$ cat src/rtl/mkgauss_poly_stream.sv
// Falcon keygen small-polynomial sampler: each coefficient sums 2^(10-logn) CDT base samples,
// then passes a magnitude bound and, on the last coefficient, an f(1)-odd parity check.
module mkgauss_poly_stream #(
  parameter int LOGN_MAX  = 10,
  parameter int OUT_W     = 8,
  parameter int BOUND     = 127,
  parameter bit PARITY_EN = 1'b1
) (
  input  logic                clk,
  input  logic                rst_n,
  input  logic                start,
  input  logic [3:0]          logn,
  input  logic                abort,
  input  logic                rng_valid,
  input  logic [127:0]        rng_data,
  output logic                rng_ready,
  output logic                out_valid,
  input  logic                out_ready,
  output logic [OUT_W-1:0]    out_data,
  output logic [LOGN_MAX-1:0] out_idx,
  output logic                out_last,
  output logic                busy,
  output logic                done,
  output logic                cfg_err,
  output logic [15:0]         rej_cnt
);

  localparam int CNT_W = 10;
  localparam logic [CNT_W:0]      G_ONE   = 1;
  localparam logic [LOGN_MAX:0]   N_ONE   = 1;
  localparam logic [LOGN_MAX-1:0] IDX_ONE = 1;
  localparam logic signed [15:0]  BOUND_S = 16'(BOUND);

  // Falcon N=1024 / q=12289 CDT, scaled by 2^63. Entries 1..26 are strictly decreasing.
  localparam logic [62:0] CDT [27] = '{
    63'd1283868770400643928, 63'd6416574995475331444, 63'd4078260278032692663,
    63'd2353523259288686585, 63'd1227179971273316331, 63'd575931623374121527,
    63'd242543240509105209,  63'd91437049221049666,   63'd30799446349977173,
    63'd9255276791179340,    63'd2478152334826140,    63'd590642893610164,
    63'd125206034929641,     63'd23590435911403,      63'd3948334035941,
    63'd586753615614,        63'd77391054539,         63'd9056793210,
    63'd940121950,           63'd86539696,            63'd7062824,
    63'd510971,              63'd32764,               63'd1862,
    63'd94,                  63'd4,                   63'd0
  };

  typedef enum logic [2:0] {S_IDLE, S_ACC, S_CHK, S_EMIT, S_DONE} state_e;

  state_e                    state_q, state_d;
  logic [3:0]                logn_q, logn_d;
  logic signed [15:0]        acc_q, acc_d;
  logic [CNT_W-1:0]          cnt_q, cnt_d;
  logic [LOGN_MAX-1:0]       idx_q, idx_d;
  logic [LOGN_MAX-1:0]       out_idx_q, out_idx_d;
  logic [OUT_W-1:0]          out_data_q, out_data_d;
  logic                      parity_q, parity_d;
  logic [15:0]               rej_cnt_q, rej_cnt_d;
  logic                      cfg_err_q, cfg_err_d;

  logic [CNT_W:0]            g_full;
  logic [CNT_W-1:0]          g_last;
  logic [LOGN_MAX:0]         n_full;
  logic [LOGN_MAX-1:0]       n_last;
  logic                      logn_ok;
  logic signed [5:0]         beat_s;
  logic                      over_bound;
  logic                      par_fail;
  logic                      unused_bits;

  function automatic logic signed [5:0] base_sample(input logic [127:0] beat);
    logic [4:0] mag;
    mag = 5'd1;
    for (int k = 1; k < 27; k++) begin
      if (beat[126:64] < CDT[k]) mag = mag + 5'd1;
    end
    if (beat[62:0] < CDT[0]) return 6'sd0;
    return beat[63] ? -$signed({1'b0, mag}) : $signed({1'b0, mag});
  endfunction

  assign g_full      = G_ONE << (4'd10 - logn_q);
  assign g_last      = g_full[CNT_W-1:0] - {{(CNT_W-1){1'b0}}, 1'b1};
  assign n_full      = N_ONE << logn_q;
  assign n_last      = n_full[LOGN_MAX-1:0] - IDX_ONE;
  assign logn_ok     = (logn != 4'd0) && (logn <= 4'(LOGN_MAX));
  assign beat_s      = base_sample(rng_data);
  assign over_bound  = (acc_q > BOUND_S) || (acc_q < -BOUND_S);
  assign par_fail    = PARITY_EN && (idx_q == n_last) && ((parity_q ^ acc_q[0]) == 1'b0);
  assign unused_bits = ^{rng_data[127], g_full[CNT_W], n_full[LOGN_MAX]};

  // NOTE: every always_comb output gets a default first, so no path can leave one unassigned and infer a latch.
  always_comb begin
    state_d    = state_q;
    logn_d     = logn_q;
    acc_d      = acc_q;
    cnt_d      = cnt_q;
    idx_d      = idx_q;
    out_idx_d  = out_idx_q;
    out_data_d = out_data_q;
    parity_d   = parity_q;
    rej_cnt_d  = rej_cnt_q;
    cfg_err_d  = 1'b0;

    if (abort) begin
      // Any beat handshaked in this cycle is dropped along with the partial sum.
      state_d = S_IDLE;
      acc_d   = '0;
      cnt_d   = '0;
    end else begin
      unique case (state_q)
        S_IDLE: begin
          if (start) begin
            if (logn_ok) begin
              state_d   = S_ACC;
              logn_d    = logn;
              idx_d     = '0;
              acc_d     = '0;
              cnt_d     = '0;
              parity_d  = 1'b0;
              rej_cnt_d = '0;
            end else begin
              cfg_err_d = 1'b1;
            end
          end
        end
        S_ACC: begin
          if (rng_valid) begin
            acc_d = acc_q + {{10{beat_s[5]}}, beat_s};
            if (cnt_q == g_last) begin
              cnt_d   = '0;
              state_d = S_CHK;
            end else begin
              cnt_d = cnt_q + {{(CNT_W-1){1'b0}}, 1'b1};
            end
          end
        end
        S_CHK: begin
          if (over_bound || par_fail) begin
            rej_cnt_d = (rej_cnt_q == 16'hFFFF) ? rej_cnt_q : rej_cnt_q + 16'd1;
            acc_d     = '0;
            cnt_d     = '0;
            state_d   = S_ACC;
          end else begin
            out_data_d = acc_q[OUT_W-1:0];
            out_idx_d  = idx_q;
            state_d    = S_EMIT;
          end
        end
        S_EMIT: begin
          if (out_ready) begin
            parity_d = parity_q ^ acc_q[0];
            acc_d    = '0;
            cnt_d    = '0;
            if (idx_q == n_last) begin
              state_d = S_DONE;
            end else begin
              idx_d   = idx_q + IDX_ONE;
              state_d = S_ACC;
            end
          end
        end
        S_DONE:  state_d = S_IDLE;
        default: state_d = S_IDLE;
      endcase
    end
  end

  // NOTE: sequential state uses non-blocking assignments so all flops update together at the edge.
  always_ff @(posedge clk or negedge rst_n) begin
    if (!rst_n) begin
      state_q    <= S_IDLE;
      logn_q     <= '0;
      acc_q      <= '0;
      cnt_q      <= '0;
      idx_q      <= '0;
      out_idx_q  <= '0;
      out_data_q <= '0;
      parity_q   <= 1'b0;
      rej_cnt_q  <= '0;
      cfg_err_q  <= 1'b0;
    end else begin
      state_q    <= state_d;
      logn_q     <= logn_d;
      acc_q      <= acc_d;
      cnt_q      <= cnt_d;
      idx_q      <= idx_d;
      out_idx_q  <= out_idx_d;
      out_data_q <= out_data_d;
      parity_q   <= parity_d;
      rej_cnt_q  <= rej_cnt_d;
      cfg_err_q  <= cfg_err_d;
    end
  end

  assign rng_ready = (state_q == S_ACC);
  assign out_valid = (state_q == S_EMIT);
  assign out_data  = out_data_q;
  assign out_idx   = out_idx_q;
  assign out_last  = (state_q == S_EMIT) && (out_idx_q == n_last);
  assign busy      = (state_q != S_IDLE);
  assign done      = (state_q == S_DONE);
  assign cfg_err   = cfg_err_q;
  assign rej_cnt   = rej_cnt_q;

endmodule
$ cat config.mk
export PLATFORM = sky130hd
export DESIGN_NAME = mkgauss_poly_stream
export DESIGN_NICKNAME = d
export VERILOG_FILES = /design/src/rtl/mkgauss_poly_stream.sv
export SDC_FILE = /design/constraint.sdc
export NUM_CORES = 1
export LEC_CHECK = 0
export ABC_AREA = 1
export CORE_AREA = 2 2 148 150
export CTS_CLUSTER_DIAMETER = 60
export DETAILED_ROUTE_END_ITERATION = 6
export DIE_AREA = 0 0 150 152
export PLACE_DENSITY = 0.92
export SLEW_MARGIN = 20
export SYNTH_ARGS = -nofsm -noshare
export SYNTH_HDL_FRONTEND = slang
export SYNTH_SLANG_ARGS = --single-unit
$ cat constraint.sdc
create_clock -name clk -period 5.2 [get_ports clk]
set_clock_uncertainty 0.1 [all_clocks]
set_input_delay 1.04 -clock clk [delete_from_list [all_inputs] [get_ports clk]]
set_output_delay 1.04 -clock clk [all_outputs]
set_load 0.02 [all_outputs]
==> results.tsv, run 1 <==
metric	value	unit
synthXorXnorAreaFrac	2.739	%
async_flop_share	100.0	%
synthSimpleGateAreaFrac	47.04	%
cts_hold_buf	0	
dpl.cell_count	3017	
cts_buffers	9	
synth_cell_types	62	
fp.dieH	152	um
synth_top_family_by_area	simple AND/OR/NAND/NOR gates	
synth-seq-area-share	16.71	%
synth_edf_count	0	
overflow	1698	
synthesis.area	0.01183	mm^2
portBuffers	173	
clockRootBuffer	clkbuf_16	
cts_num_sinks	79	
netlist.area_leader.share	16.71	%
post-synth-top-area-cell	dfrtp_1	
clockBufferDepth	2	
gr-usage-all-layers	97.27	%
outcome	stopped before the end	
grt_max_degree	80	
synthTopCellsByArea	dfrtp_1 (17%), nand2_1 (15%), inv_1 (11%)	
place_congestion	1.218	
firstError	[ERROR GRT-0116] Global routing finished with congestion. Check the congestion regions in the DRC Viewer.	
htreeDepth	3	
synth_adder_area_share	4.823	%
netlist_instances	2066	
dpl.hpwl	43.63	mm
grt_pass1_vias	28340	
syn-num-nets	2249	
synth-main-ff-cell	dfrtp_1	
haltStage	global routing	
ios	178	
ys_seq_elements	79	
synth.avg_cell_area	5.726	um^2
ys_warn_count	0	
initial_core_util	55.41	%
muxShareOfSynthArea	0	%
grt_pass1_wl	174.8	mm
fp.dieW	150	um
dp_slack	-12330	ps
row_count	54	
synth-compound-area-share	15.60	%
-- per-stage QoR --
step | util (%) | instance area, um^2 | hold WS (ps)
4_1_cts | 95.78 | 20450 | 408.2
3_5_place_dp | 84.01 | 17940 | 376.7
3_3_place_gp | 84.01 | 17940 | 351.8
2_1_floorplan | - | 12080 | 333.3
-- cells by family after synthesis --
group,count (synthesis)
AO/OA/AOI/OAI,310
AND/OR/NAND/NOR,1189
XOR/XNOR,37
flip-flops,79
adder cells (fa/ha/maj),45
buffers and inverters,406
-- per-layer routing --
metal,global-route usage [%],overflow
met1,86.47,24
met2,124.4,1234
met3,75.26,29
met4,111.3,410
met5,42.83,1
-- timing repair --
| action | in CTS |
|---|---|
| pin swaps | 89 |
| endpoints found under the setup margin | 25 |
| endpoints found under the hold margin | 0 |
| setup buffers | 217 |
| gates resized for setup | 226 |
| cloned | 0 |
-- synthesized netlist by cell type (25+ instances only) --
library cell,instances
nand2_1,474
inv_1,347
nor2_1,253
nand3_1,146
o21ai_0,112
nand2_2,82
dfrtp_1,79
a21oi_1,78
nor3_1,64
nand4_1,49
ha_1,44
inv_2,39
xor2_1,30
nor4_1,25
==> run 2: changes to the inputs <==
Settings changed: CORE_AREA 2 2 148 150 to 2 2 175 177, CTS_CLUSTER_DIAMETER 60 to default, DIE_AREA 0 0 150 152 to 0 0 177 179, PLACE_DENSITY 0.92 to default, PLACE_DENSITY_LB_ADDON from default to 0.15.
==> results.tsv, run 2 <==
metric	value	unit	change
outcome	complete, but fails checks		
violations	DRC, setup timing		
cpPeakStageDelay	360	ps	
grt_pass1_wl	71.42	mm	
crit_fanout	4		
dpl.hpwl	36.76	mm	-16%
setup_viol	16		
yosys-top-cells-count	nand2_1 (474), inv_1 (347), nor2_1 (253)		
grt_pass1_vias	15550		
grt_setup_unrepaired	yes		
synth-seq-area-share	16.71	%	unchanged
cts_num_sinks	79		unchanged
mostFrequentLayoutCells	buf_4 (582), nand2_1 (432), inv_1 (328)		
vias	16240		
dp_slack	-11950	ps	+378.4 ps
place_congestion	0.9677		-21%
min_path_type	register to register		
fp.dieH	179	um	+18%
crit_arrival	15910	ps	
p_per_area	195.9	mW/mm^2	
cp-start-kind	primary input		
synth_edf_count	0		unchanged
drc_errors	3		
leakagePower	10.16	nW	
end_kind	register		
via_per_inst	5.038		
final.period_utilization	303.8	%	
clk_pin_slew_worst_paths	70	ps	
critPathRequiredTime	5310	ps	
post-synth-top-area-cell	dfrtp_1		
worst_pin_slew	739.7	ps	
ios	178		unchanged
setup_ws	-10600	ps	
cap_viol_max_count	0		
slew_headroom	50.69	%	
core_area	0.03003	mm^2	
fmax	63.30	MHz	
drive_gt1_share	33.64	%	
cp-endpoint	acc_q[14]		
antennaDiodeCount	0		
synth-main-ff-cell	dfrtp_1		
antenna_left	0		
synthesis.area	0.01183	mm^2	unchanged
worstHoldStart	idx_q[9]		
cts_buffers	9		unchanged
ys_seq_elements	79		unchanged
ys_warn_count	0		unchanged
p_total	3.862	mW	
clockBufferDepth	2		unchanged
die_area	0.03168	mm^2	
antenna_found_initial	0		
fillers	2770		
synth_most_common_cell	nand2_1		
insertion_delay	350	ps	
vdd_drop_max	192.0	uV	
cts_hold_buf	0		unchanged
syn-num-nets	2249		unchanged
drt_pass1_iterations	7		
timing.final.crit_period	15800	ps	
clockRootBuffer	clkbuf_16		
fp.dieW	177	um	+18%
grt_max_degree	80		
portBuffers	173		unchanged
cts_tree	built		
synth_cell_types	62		unchanged
critPathMostFrequentCell	ha_4		
finalHoldViolCount	0		
nets	3005		
r2r-end	rej_cnt[14]		
syn2layout_area_growth	66.64	%	
initial_core_util	39.40	%	-16 points
synthTopCellsByArea	dfrtp_1 (17%), nand2_1 (15%), inv_1 (11%)		
drv_slew	0		
htreeDepth	3		unchanged
netlist.area_leader.share	16.71	%	unchanged
critPathSlowestCell	ha_4		
reg2reg_from	logn_q[3]		
rr_worst_depth	19		
final_common_cell	buf_4		
r2r_slack	480	ps	
netlist_instances	2066		unchanged
synth.avg_cell_area	5.726	um^2	unchanged
drt_iter0_markers	967		
multi_input_area	0.009198	mm^2	
overflow	0		
critPathKind	primary input to register		
gr-usage-all-layers	27.32	%	
regArea	0.001977	mm^2	
async_flop_share	100.0	%	unchanged
row_count	64		+19%
startpoint	rng_data[66]		
wl_per_cell	13.74	um	
wirelength	44.28	mm	
## run 2: how the worst min path moves through the flow
stage,endpoint,slack [ps],depth (start not counted)
3_5_place_dp,idx_q[9],370,1
6_report,idx_q[9],370,1
3_3_place_gp,idx_q[9],360,1
2_1_floorplan,idx_q[9],330,1
5_1_grt,idx_q[9],400,1
4_1_cts,idx_q[9],380,1
## run 2: critical path: cells and delay by family
kind            cells  cell delay, ps
compound gates     20            2830
xor+xnor            1             170
fa+ha+maj          24            5680
buf+inv            19            1320
simple gates       47            4850
## run 2: final cells by class
cell class                      count  share of cell area [%]
Multi-Input combinational cell   1581                   46.66
Clock buffer                       10                   1.212
Timing Repair Buffer              762                   31.74
Tap cell                          396                   2.513
Sequential cell                    79                   10.03
Inverter                          389                   7.470
Clock inverter                      6                  0.3808
## run 2: where the power goes
group          leakage [nW]  switching, mW  internal (mW)  total, mW
clock network         0.152          0.286          0.394      0.680
logic                  8.92           1.27           1.08       2.36
registers              1.09          0.110          0.715      0.825
total                  10.2           1.67           2.19       3.86
## run 2: layer usage
layer  share of wire (%)  global-route usage (%)
met4                 1.6                   5.957
met5                   0                       0
met2                  49                   49.68
met1                  45                   35.31
met3                 4.7                   1.802
## run 2: logic make-up (layout without fill, tap and decap cells)
logic type,Yosys count,after routing,synth area share [%]
adder cells (fa/ha/maj),45,45,4.823
AND/OR/NAND/NOR,1189,1189,47.04
XOR/XNOR,37,37,2.739
flip-flops,79,79,16.71
buffers and inverters,406,1167,13.08
AO/OA/AOI/OAI,310,310,15.60
## run 2: repair_timing
| item | 4_1_cts | 5_1_grt |
|---|---|---|
| resized for setup | 58 | 157 |
| pin swaps | 47 | 86 |
| endpoints found under the setup margin | 16 | 16 |
| setup buffers | 34 | 22 |
## run 2: metrics by stage
stage               cell area, um^2  hold slack [ps]  TNS (ps)  std cells  util [%]
CTS                           19100            375.1   -159450       3218     63.61
finish                        19710            372.7   -151640       3223     65.65
global route                  19710            399.2   -161790       3223     65.65
global placement              18350            356.4   -165530       3168     61.09
floorplan                     12080            333.3   -142280       2066         -
detailed placement            18350            365.2   -172030       3168     61.09
Note: power is estimated with default switching activity, not from simulation.
==> run 3: changes to the inputs <==
Settings changed: GPL_ROUTABILITY_DRIVEN from default to 0.
==> results.tsv, run 3 (synthesized netlist as in run 2, its figures left out) <==
metric	value	unit	change
outcome	complete, but fails checks		
violations	setup timing		
grt_pass1_vias	16070		+3.4%
grt_setup_unrepaired	yes		
min_path_type	register to register		
crit_fanout	3		-1
clk_pin_slew_worst_paths	60	ps	about the same
fp.dieH	179	um	unchanged
startpoint	rng_data[99]		
htreeDepth	3		unchanged
row_count	64		unchanged
rr_worst_depth	19		unchanged
setup_ws	-10630	ps	-29.20 ps
fmax	63.19	MHz	-0.18%
drv_slew	0		unchanged
critPathMostFrequentCell	ha_4		
dpl.cell_count	3151		-0.54%
path_buf_inv	17		-2
min_to	idx_q[9]		
final_common_cell	buf_4		
wl_per_cell	14.17	um	+3.1%
finalHoldViolCount	0		unchanged
clockRootBuffer	clkbuf_16		
timing.final.crit_period	15830	ps	+29.20 ps
cap_viol_max_count	0		unchanged
slew_headroom	46.50	%	-4.2 points
vias	16810		+3.5%
post-route-util	67.83	%	+2.2 points
drc_errors	0		-3
fp.dieW	177	um	unchanged
cp-start-kind	primary input		
vdd_drop_max	154.4	uV	-20%
cts_buffers	9		unchanged
clockBufferDepth	2		unchanged
worstHoldStart	idx_q[9]		
nets	3050		+1.5%
grt_max_degree	64		-20%
reg2reg_from	logn_q[3]		
fin_cells	3267		+1.4%
gr-usage-all-layers	27.12	%	-0.20 points
r2r-end	rej_cnt[14]		
initial_core_util	39.40	%	unchanged
cts_num_sinks	79		unchanged
worst_pin_slew	802.5	ps	+62.83 ps
p_per_area	192.5	mW/mm^2	-1.7%
cts_tree	built		
antennaDiodeCount	0		unchanged
antenna_left	0		unchanged
placed_area	0.01822	mm^2	-0.70%
crit_arrival	15960	ps	+50 ps
holdPathStages	1		unchanged
leakagePower	10.55	nW	+3.8%
final.period_utilization	304.3	%	+0.56 points
antenna_found_initial	0		unchanged
dpl.hpwl	34.96	mm	-4.9%
drt_pass1_iterations	5		-2
die_area	0.03168	mm^2	unchanged
core_area	0.03003	mm^2	unchanged
overflow	0		unchanged
critPathSlowestCell	clkdlybuf4s50_1		
drive_gt1_share	37.16	%	+3.5 points
grt_pass1_wl	71.62	mm	+0.27%
syn2layout_area_growth	72.18	%	
wirelength	46.28	mm	+4.5%
cts_hold_buf	0		unchanged
r2r_slack	490	ps	about the same
cpPeakStageDelay	460	ps	+100 ps
fillers	2612		-5.7%
mostFrequentLayoutCells	buf_4 (619), nand2_1 (404), inv_1 (314)		
ios	178		unchanged
setup_viol	16		unchanged
insertion_delay	340	ps	about the same
drt_iter0_markers	1273		+32%
via_per_inst	5.145		+2.1%
critPathKind	primary input to register		
end_kind	register		
finalSetupTns	-151780	ps	-142.0 ps
cp_top_family	adder cells		
critPathRequiredTime	5330	ps	+20 ps
fin_area	0.02037	mm^2	+3.3%
portBuffers	173		unchanged
-- run 3: routing by layer --
metal / track usage (%) / vias to the layer above / share of wire, % / wire, um
li1: - / 8380 / - / -
met1: 32.85 / 7707 / 41 / 19190
met2: 48.82 / 608 / 50 / 22920
met3: 3.032 / 114 / 5.9 / 2717
met4: 10.85 / 0 / 3.2 / 1458
met5: 0 / - / 0 / 0
-- run 3: cell type report --
class	instances	area, um^2	area share (%)
Clock inverter	3	17.52	0.08600
Timing Repair Buffer	807	6641	32.60
Sequential cell	79	1977	9.705
Clock buffer	12	266.5	1.308
Inverter	389	1480	7.267
Tap cell	396	495.5	2.432
Multi-Input combinational cell	1581	9492	46.60
-- run 3: stage by stage --
| step | power [mW] | hold WS, ps | setup WS (ps) |
|---|---|---|---|
| 2_1_floorplan | 1.995 | 333.3 | -10270 |
| 3_3_place_gp | 2.906 | 350.1 | -11380 |
| 3_5_place_dp | 2.958 | 383.2 | -11770 |
| 4_1_cts | 3.710 | 395.9 | -10900 |
| 5_1_grt | 4.215 | 425.4 | -11150 |
| 6_report | 3.922 | 388.3 | -10630 |
-- run 3: worst max-delay path by stage --
stage	to	slack (ps)	depth (start not counted)
6_report	acc_q[15]	-10630	109
5_1_grt	acc_q[15]	-11150	111
4_1_cts	acc_q[14]	-10900	111
3_5_place_dp	acc_q[15]	-11770	112
3_3_place_gp	acc_q[15]	-11380	112
2_1_floorplan	acc_q[15]	-10270	113
-- run 3: worst reg2reg max path: stages (launching register included) --
cell	delay, ps
dfrtp_1	450
nor2_1	70
buf_4	160
nand2_1	160
ha_1	230
o21ai_0	160
o21ai_0	470
xor2_1	120
nor4_1	480
nand2_1	190
or2_2	350
nand2_1	70
nand2_1	70
nor2_1	120
inv_1	100
nor3_1	350
inv_1	130
nor4_1	440
nand2_1	110
a221oi_1	280
-- run 3: timing repair --
| item | 4_1_cts | 5_1_grt |
|---|---|---|
| buffers inserted | 91 | 28 |
| endpoints found under the setup margin | 16 | 16 |
| gates resized for setup | 63 | 275 |
| pin swaps | 51 | 119 |
-- run 3: power by group --
group          switching [mW]  internal [mW]
clock                   0.242          0.358
sequential              0.109          0.715
combinational            1.33           1.17
total                    1.68           2.24
==> run 4: changes to the inputs <==
Settings changed: ABC_CLOCK_PERIOD_IN_PS from default to 17500, CORE_AREA 2 2 175 177 to 2 2 202 204, DIE_AREA 0 0 177 179 to 0 0 204 206.
Clock period 5.2 ns to 17.5 ns, I/O delays scaled along.
==> results.tsv, run 4 (synthesized netlist as in run 2, its figures left out) <==
metric	value	unit	change
outcome	complete, but fails checks		
violations	setup timing		
internal-power	0.6756	mW	-70%
dpl.cell_count	3164		+0.41%
dpl.hpwl	35.46	mm	+1.4%
worst_pin_slew	937.3	ps	+134.7 ps
fin_cells	3283		+0.49%
grt_pass1_vias	14860		-7.5%
antenna_left	0		unchanged
p_per_area	59.92	mW/mm^2	-69%
cts_tree	built		
seqPwrFrac	20.9	%	about the same
drv_slew	0		unchanged
wirelength	44.38	mm	-4.1%
mostFrequentLayoutCells	buf_4 (498), nand2_1 (431), inv_1 (322)		
critPathKind	primary input to register		
setup_ws	-1123	ps	+9503 ps
crit_fanout	5		+2
final.period_utilization	106.4	%	
critPathRequiredTime	17600	ps	+12,270 ps
row_count	74		+16%
clkPwrFrac	17.1	%	+1.8 points
min_path_type	register to register		
via_per_inst	4.822		-6.3%
drt_iter0_markers	932		-27%
switchingPower	0.4951	mW	-71%
portBuffers	173		unchanged
critPathMostFrequentCell	ha_4		
cp-start-kind	primary input		
vdd_drop_max	58.00	uV	-62%
final_common_cell	buf_4		
antennaDiodeCount	0		unchanged
cts_buffers	9		unchanged
grt_pass1_wl	70.61	mm	-1.4%
antenna_found_initial	1		+1
grt_max_degree	80		+25%
drt_pass1_iterations	6		+1
syn2layout_area_growth	65.17	%	
vias	15830		-5.8%
clockBufferDepth	2		unchanged
fp.dieW	204	um	+15%
timing.hold.ws	380.9	ps	-7.379 ps
p_sw_share	42.29	%	-0.51 points
finalHoldViolCount	0		unchanged
fp.dieH	206	um	+15%
clockRootBuffer	clkbuf_16		
fmax	53.70	MHz	
ios	178		unchanged
cpPeakStageDelay	570	ps	+110 ps
finalSetupTns	-7734	ps	+144,050 ps
crit_arrival	18720	ps	+2760 ps
critPathSlowestCell	clkdlybuf4s50_1		
end_kind	register		
drive_gt1_share	32.64	%	-4.5 points
leakagePower	9.789	nW	-7.2%
slew_headroom	37.52	%	-9.0 points
insertion_delay	340	ps	about the same
nets	2930		-3.9%
fillers	4120		+58%
timing.final.crit_period	18620	ps	
gr-usage-all-layers	20.25	%	-6.9 points
cap_viol_max_count	0		unchanged
drc_errors	0		unchanged
initial_core_util	29.44	%	-10 points
clk_pin_slew_worst_paths	70	ps	about the same
overflow	0		unchanged
cp_top_family	adder cells		
htreeDepth	3		unchanged
setup_viol	12		-4
wl_per_cell	13.52	um	-4.6%
pwr-share-comb	62.1	%	-1.6 points
path_buf_inv	20		+3
die_area	0.04202	mm^2	+33%
core_area	0.04018	mm^2	+34%
cts_num_sinks	79		unchanged
grt_setup_unrepaired	yes		
## run 4: worst paths after layout
kind / from / end / slack, ps / depth (start not counted)
max in group asynchronous: rst_n / cnt_q[6] / 13700 / 1
worst max register to register: logn_q[3] / cnt_q[9] / 11780 / 20
worst min register to register: idx_q[9] / idx_q[9] / 380 / 1
worst min-delay path: idx_q[9] / idx_q[9] / 380 / 1
min in group asynchronous: rst_n / out_idx[0] / 3100 / 1
worst max-delay path: rng_data[102] / acc_q[14] / -1120 / 109
## run 4: final cells by class
| cell class | instances | area, um^2 | area share [%] |
|---|---|---|---|
| clock buffer | 9 | 225.2 | 1.153 |
| clock inverter | 6 | 86.33 | 0.4418 |
| timing repair buffer | 687 | 5682 | 29.08 |
| inverter | 389 | 1483 | 7.588 |
| sequential | 79 | 1977 | 10.12 |
| multi-input combinational | 1581 | 9422 | 48.22 |
| tap | 532 | 665.6 | 3.407 |
## run 4: per-layer routing
metal / share of wire [%] / vias up / GRT usage, %
li1: - / 8142 / -
met1: 45 / 7182 / 26.22
met2: 47 / 430 / 35.59
met3: 5.0 / 77 / 1.829
met4: 2.6 / 0 / 6.185
met5: 0 / - / 0
## run 4: repair_timing
| action | 4_1_cts | 5_1_grt |
|---|---|---|
| setup buffers | 105 | 31 |
| pin swaps | 26 | 117 |
| resized for setup | 46 | 201 |
| hold buffers | 0 | 0 |
| setup endpoints to repair | 15 | 15 |
## run 4: worst reg2reg max path, stage by stage (launching register included)
cell	delay, ps
dfrtp_1	460
nor2_1	380
nand2_1	280
ha_1	310
o21ai_0	150
o21ai_0	270
xor2_1	210
nor4_1	450
nand2_1	150
or2_2	340
nand3_1	80
buf_4	320
nand2_1	470
inv_1	570
nand4_1	220
nor2_1	180
nand2_1	80
nor2_1	170
nand3_1	130
o21ai_0	150
nor3b_1	180
## run 4: power groups by stage
stage               clock, mW  sequential (mW)  combinational [mW]
global placement            0            0.246               0.604
finish                  0.200            0.244               0.727
CTS                     0.204            0.243               0.669
global route            0.211            0.250               0.801
floorplan                   0            0.255               0.337
detailed placement          0            0.247               0.612
## run 4: stage by stage
stage	total power, mW	utilization, %	area [um^2]	setup WS [ps]
final	1.171	48.63	19540	-1123
after global placement	0.8498	43.45	17460	-2046
after detailed placement	0.8585	43.46	17460	-2266
after global routing	1.261	48.63	19540	-1865
after CTS	1.117	46.51	18690	-1283
after floorplan	0.5918	-	12080	-428.3
